### src/rtl/pdp8_tty_pkg.sv
// Shared PDP-8 console definitions: IOT function-bit masks, default device
// codes and the printer state encoding.
package pdp8_tty_pkg;

  localparam logic [2:0] IOT_SKIP  = 3'b001;
  localparam logic [2:0] IOT_CLEAR = 3'b010;
  localparam logic [2:0] IOT_XFER  = 3'b100;
  localparam logic [2:0] IOT_IE    = 3'b101;

  localparam logic [5:0] KBD_DEV_DEFAULT = 6'o03;
  localparam logic [5:0] PRT_DEV_DEFAULT = 6'o04;

  typedef enum logic [1:0] {
    TX_IDLE,
    TX_SEND,
    TX_WAIT
  } tx_state_t;

endpackage

### src/rtl/pdp8_tty_tx.sv
// Printer side of the console: holds the character until accepted, then
// models the mechanical print time before reporting completion.
module pdp8_tty_tx
  import pdp8_tty_pkg::*;
#(
  parameter int unsigned TX_DELAY = 100
) (
  input  logic       clk,
  input  logic       reset,
  input  logic       start,
  input  logic [7:0] start_data,
  output logic       tx_valid,
  output logic [7:0] tx_data,
  input  logic       tx_ready,
  output logic       done
);

  localparam int unsigned CW = (TX_DELAY > 1) ? $clog2(TX_DELAY) : 1;

  tx_state_t      state, state_d;
  logic [CW-1:0]  cnt, cnt_d;
  logic [7:0]     prt_buf, prt_buf_d;

  always_ff @(posedge clk or posedge reset) begin
    if (reset) begin
      state   <= TX_IDLE;
      cnt     <= '0;
      prt_buf <= '0;
    end else begin
      state   <= state_d;
      cnt     <= cnt_d;
      prt_buf <= prt_buf_d;
    end
  end

  // Counter is loaded with TX_DELAY-1 on acceptance so done lands exactly
  // TX_DELAY edges after the accepting edge.
  always_comb begin
    state_d   = state;
    cnt_d     = cnt;
    prt_buf_d = prt_buf;
    tx_valid  = 1'b0;
    done      = 1'b0;
    case (state)
      TX_IDLE: begin
        if (start) begin
          prt_buf_d = start_data;
          state_d   = TX_SEND;
        end
      end
      TX_SEND: begin
        tx_valid = 1'b1;
        if (tx_ready) begin
          cnt_d   = CW'(TX_DELAY - 1);
          state_d = TX_WAIT;
        end
      end
      TX_WAIT: begin
        if (cnt == '0) begin
          done    = 1'b1;
          state_d = TX_IDLE;
        end else begin
          cnt_d = cnt - CW'(1);
        end
      end
      default: state_d = TX_IDLE;
    endcase
  end

  assign tx_data = prt_buf;

endmodule

### src/rtl/pdp8_tty.sv
// PDP-8 console teletype: keyboard (input) and printer (output) IOT devices
// with flags, skip, data return and a shared interrupt request.
module pdp8_tty
  import pdp8_tty_pkg::*;
#(
  parameter int unsigned TX_DELAY = 100,
  parameter logic [5:0]  KBD_DEV  = KBD_DEV_DEFAULT,
  parameter logic [5:0]  PRT_DEV  = PRT_DEV_DEFAULT
) (
  input  logic        clk,
  input  logic        reset,
  input  logic        iot,
  input  logic [3:0]  state,
  input  logic [11:0] mb,
  input  logic [5:0]  io_select,
  input  logic [11:0] io_data_in,
  output logic [11:0] io_data_out,
  output logic        io_data_avail,
  output logic        io_skip,
  output logic        io_interrupt,
  input  logic        rx_valid,
  input  logic [7:0]  rx_data,
  output logic        rx_ready,
  output logic        tx_valid,
  output logic [7:0]  tx_data,
  input  logic        tx_ready
);

  logic        iot_q;
  logic        kbd_flag, kbd_flag_d;
  logic [7:0]  kbd_buf, kbd_buf_d;
  logic        prt_flag, prt_flag_d;
  logic        int_en, int_en_d;
  logic [11:0] data_d;
  logic        avail_d, skip_d, irq_d;
  logic        fire, kbd_hit, prt_hit;
  logic [2:0]  fn;
  logic        tx_start, tx_done;
  logic        unused_bits;

  assign unused_bits = ^{state, mb[11:3], io_data_in[11:8]};
  assign rx_ready    = !kbd_flag;

  pdp8_tty_tx #(
    .TX_DELAY(TX_DELAY)
  ) u_tx (
    .clk       (clk),
    .reset     (reset),
    .start     (tx_start),
    .start_data(io_data_in[7:0]),
    .tx_valid  (tx_valid),
    .tx_data   (tx_data),
    .tx_ready  (tx_ready),
    .done      (tx_done)
  );

  // Sets are applied after clears so an arriving character or a finished
  // print wins over a same-edge flag clear.
  always_comb begin
    fn         = mb[2:0];
    fire       = iot && !iot_q;
    kbd_hit    = fire && (io_select == KBD_DEV);
    prt_hit    = fire && (io_select == PRT_DEV);
    kbd_flag_d = kbd_flag;
    kbd_buf_d  = kbd_buf;
    prt_flag_d = prt_flag;
    int_en_d   = int_en;
    data_d     = '0;
    avail_d    = 1'b0;
    skip_d     = 1'b0;
    tx_start   = 1'b0;

    if (kbd_hit) begin
      if (fn == IOT_IE) begin
        int_en_d = io_data_in[0];
      end else begin
        skip_d = |(fn & IOT_SKIP) && kbd_flag;
        if (|(fn & IOT_CLEAR)) begin
          kbd_flag_d = 1'b0;
          avail_d    = 1'b1;
        end
        if (|(fn & IOT_XFER)) begin
          data_d  = {4'b0, kbd_buf};
          avail_d = 1'b1;
        end
      end
    end
    if (rx_valid && rx_ready) begin
      kbd_buf_d  = rx_data;
      kbd_flag_d = 1'b1;
    end

    if (prt_hit) begin
      skip_d = |(fn & IOT_SKIP) && prt_flag;
      if (|(fn & IOT_CLEAR)) prt_flag_d = 1'b0;
      if (fn == 3'b000)      prt_flag_d = 1'b1;
      if (|(fn & IOT_XFER))  tx_start   = 1'b1;
    end
    if (tx_done) prt_flag_d = 1'b1;

    irq_d = int_en_d && (kbd_flag_d || prt_flag_d);
  end

  always_ff @(posedge clk or posedge reset) begin
    if (reset) begin
      iot_q         <= 1'b0;
      kbd_flag      <= 1'b0;
      kbd_buf       <= '0;
      prt_flag      <= 1'b0;
      int_en        <= 1'b1;
      io_interrupt  <= 1'b0;
      io_data_out   <= '0;
      io_data_avail <= 1'b0;
      io_skip       <= 1'b0;
    end else begin
      iot_q        <= iot;
      kbd_flag     <= kbd_flag_d;
      kbd_buf      <= kbd_buf_d;
      prt_flag     <= prt_flag_d;
      int_en       <= int_en_d;
      io_interrupt <= irq_d;
      if (fire) begin
        io_data_out   <= data_d;
        io_data_avail <= avail_d;
        io_skip       <= skip_d;
      end else if (!iot) begin
        io_data_out   <= '0;
        io_data_avail <= 1'b0;
        io_skip       <= 1'b0;
      end
    end
  end

endmodule
### config.mk
export PLATFORM = sky130hd
export DESIGN_NAME = pdp8_tty
export DESIGN_NICKNAME = d
export VERILOG_FILES = /design/src/rtl/pdp8_tty_pkg.sv /design/src/rtl/pdp8_tty_tx.sv /design/src/rtl/pdp8_tty.sv
export SDC_FILE = /design/constraint.sdc
export NUM_CORES = 1
export LEC_CHECK = 0
export BUFFER_PORTS_ARGS = -buffer_cell sky130_fd_sc_hd__buf_2
export CORE_UTILIZATION = 52
export CTS_BUF_LIST = sky130_fd_sc_hd__clkbuf_16
export DETAILED_ROUTE_END_ITERATION = 8
export PLACE_DENSITY_LB_ADDON = 0.08
export SYNTH_ARGS = -nofsm -noshare
export SYNTH_HDL_FRONTEND = slang
export SYNTH_SLANG_ARGS = --single-unit
export TNS_END_PERCENT = 50
### constraint.sdc
create_clock -name clk -period 4.3 [get_ports clk]
set_input_delay 1.29 -clock clk [delete_from_list [all_inputs] [get_ports clk]]
set_output_delay 1.29 -clock clk [all_outputs]
set_load 0.03 [all_outputs]
==> impl_results.md <==
* Status: complete, no violations
* Clock sink total at 40
* R2R cell count at 6
* Startpoint types: input pin
* Initial Util at 55.3%
* Cell Pwr Density at 412 mW/mm^2
* Critical R2R Capture: u_tx.cnt[5]
* Initial antenna violation count at 0
* Critical Path Max Stage Delay at 0.56 ns
* Worst Setup Path Type: input pin to register
* Kind of cell adding the most delay to the critical path: simple AND/OR/NAND/NOR gates
* Count leader, synth: dfrtp_1
* Row cnt at 21
* Distinct cells, synth at 48
* TritonCTS Buffers at 5
* Hold Crit Start: kbd_buf[3]
* Number of synthesized flops with an enable pin at 0
* Post-synth top cells: dfrtp_1 (39), mux2_2 (17), a22o_1 (9), inv_1 (7), nand2_1 (6)
* Hold Crit Depth at 1
* Total power at 0.000942 W
* GR Overflow Total at 0
* Final setup margin at 1.71 ns
* Post-Route WL at 3.57 mm
* CTS root buf: clkbuf_16
* Number of diodes at 0
* Worst vdd ir at 0.000220 V
* Die area at 0.00385 mm^2
* Die Ht at 62.1 um
* Post-Syn Area per Cell at 12.4 um^2
* Top cell type's share of synthesized area at 52.0%
* Fin nets at 252
* Die width at 62.1 um
* Resized cells post-CTS at 0
* H-tree Lvls at 2
* Crit share post-route at 60.3%
* Crit-path slowest cell: or4b_4
* DRT Pass-1 Iters at 4
* Post-DRT Antenna Nets at 0
* Placer Congestion at 0.793
* Sequential area share after synthesis at 53.4%
* Min-Delay Path Class: register to register
* Hold Crit Endpoint: io_data_out[3]
* Layout filler cell count at 269
* Crit path capture type: register
* Slew Limit Headroom at 52.1%
* FF-to-FF Start: u_tx.cnt[0]
* 1st-iter DRT viols at 77
* Clock Skews at 0.00364 ns
* Post-Place Worst Slack at 1.41 ns
* CTS tree: yes
* Final Max Tran Viols at 0
* Synth Register Bits at 40
* Final-report setup violation count at 0
* Vias in the first global route at 1272
* Total Routing Usage GR at 20.4%
* Post-DR wirelength/cell at 14.3 um
* WP data required at 4.52 ns
* Port Buffer Count at 50
* Synth area leader: dfrtp_1
* # IOs at 72
* Setup slack, reg-to-reg at 2.42 ns
* Synth warn at 0
* Asr flop ratio synth at 100%
* Leak at 1.15 nW
* Largest net degree at the start of global routing at 41
* Mapped Cells at 151
* Bufs and invs on worst path at 1
* Clock Latency Late Sink at 0.28 ns
* First-pass GRT wire length at 5.40 mm
* Post-synth top flop: dfrtp_1
* CP max FO at 8
* Max Fclk at 386 MHz
* Final core occ at 67.4%
* Cell Area, Synth at 0.00188 mm^2
* Routed vias at 1336
* Post-CTS setup-driven buffer insertion count at 0
* Worst-margin pin slew at 0.717 ns
* Synth area leaders: dfrtp_1 (52%), mux2_2 (10%), a22o_1 (4.2%), mux2i_1 (2.7%), buf_4 (2.0%)
* Post-DP HPWL at 2.55 mm
* Crit path arrival time at 2.81 ns
* Post-route minimum period at 2.59 ns
* Max clock buf depth at 2
* Core Region at 0.00339 mm^2
* Clock Pin Slew Worst Setup and Hold Paths at 0.06 ns
* Area delta synth->final at 21.8%
* Maxcap violations at 0
* Drc violations at 0
* Fraction of layout cells with a size suffix above 1 at 43.3%
* CTS Hold Bufs at 0
* Setup tns final at 0 ns
* Fin. Hold Viols at 0
* Crit-path cells: buf_2 > or4b_4 > nor3_2 > and4_1 > a22o_1
* Via-per-instance ratio at 5.37
* RSZ-0062 raised after global routing: no
==> cell usage in the layout, fill, tap and decap left out, types with 2 or more instances in the layout <==
cell	Yosys	layout
buf_2	2	50
dfrtp_1	39	39
mux2_2	17	17
a22o_1	9	9
inv_1	7	7
nand2_1	6	6
nor2_1	5	5
mux2i_1	5	5
clkbuf_16	0	5
nor2b_1	4	4
nand2b_1	4	4
a21oi_1	4	4
conb_1	1	4
nor4b_2	2	2
nand3b_1	2	2
a31oi_1	2	2
nand4b_1	2	2
o21ai_0	2	2
a2111oi_1	2	2
a32oi_1	2	2
ha_1	2	2
==> area by class of cell <==
cell class | count | area (um^2) | share of cell area, %
Tap cell | 46 | 57.6 | 2.52
Timing Repair Buffer | 51 | 258 | 11.3
Clock inverter | 2 | 12.5 | 0.548
Sequential cell | 40 | 1000 | 43.9
Inverter | 8 | 30.0 | 1.31
Multi-Input combinational cell | 97 | 800 | 35.0
Clock buffer | 5 | 125 | 5.48
==> registers in the layout, indices dropped and copies added (netlist names) <==
signal,flops
io_data_out,8
kbd_buf,8
u_tx.tx_data,8
u_tx.cnt,7
u_tx.state,2
int_en,1
io_data_avail,1
io_interrupt,1
io_skip,1
iot_q,1
kbd_flag,1
prt_flag,1
==> worst max-delay path by stage <==
| stage | from | to | cells after the start |
|---|---|---|---|
| after floorplan | io_select[3] | io_interrupt | 4 |
| after global placement | io_select[3] | io_data_out[6] | 5 |
| after detailed placement | io_select[3] | io_data_out[7] | 5 |
| after CTS | io_select[3] | io_data_out[7] | 5 |
| after global routing | io_select[3] | io_data_out[6] | 5 |
| final | io_select[3] | io_data_out[5] | 5 |
==> cell families after synthesis <==
group           count (synthesis)  synth area share (%)
compound gates                 27                  11.5
fa+ha+maj                       2                  1.33
buf+inv                        17                  4.54
flops                          40                  53.4
mux                            23                  13.5
other cells                     1                 0.200
simple gates                   41                  15.5
==> metal layers <==
metal	track usage (%)	up-vias	wire length (um)	share of wire [%]
li1	-	645	-	-
met3	6.21	7	192	5.4
met1	22.1	643	1450	41
met5	0	-	0	0
met2	36.8	41	1860	52
met4	8.57	0	61	1.7
==> report_power, final <==
group,internal (W),switching [W]
Clock,0.000210,0.000143
Combinational,0.0000627,0.0000701
Sequential,0.000416,0.0000401
==> through the flow <==
stage | hold WS, ns | instances | cell area [um^2]
CTS | 0.492 | 249 | 2280
detailed placement | 0.486 | 242 | 2150
global route | 0.516 | 249 | 2280
floorplan | 0.462 | 154 | 1890
finish | 0.491 | 249 | 2280
global placement | 0.470 | 242 | 2150
(Power assumes the default switching activity.)
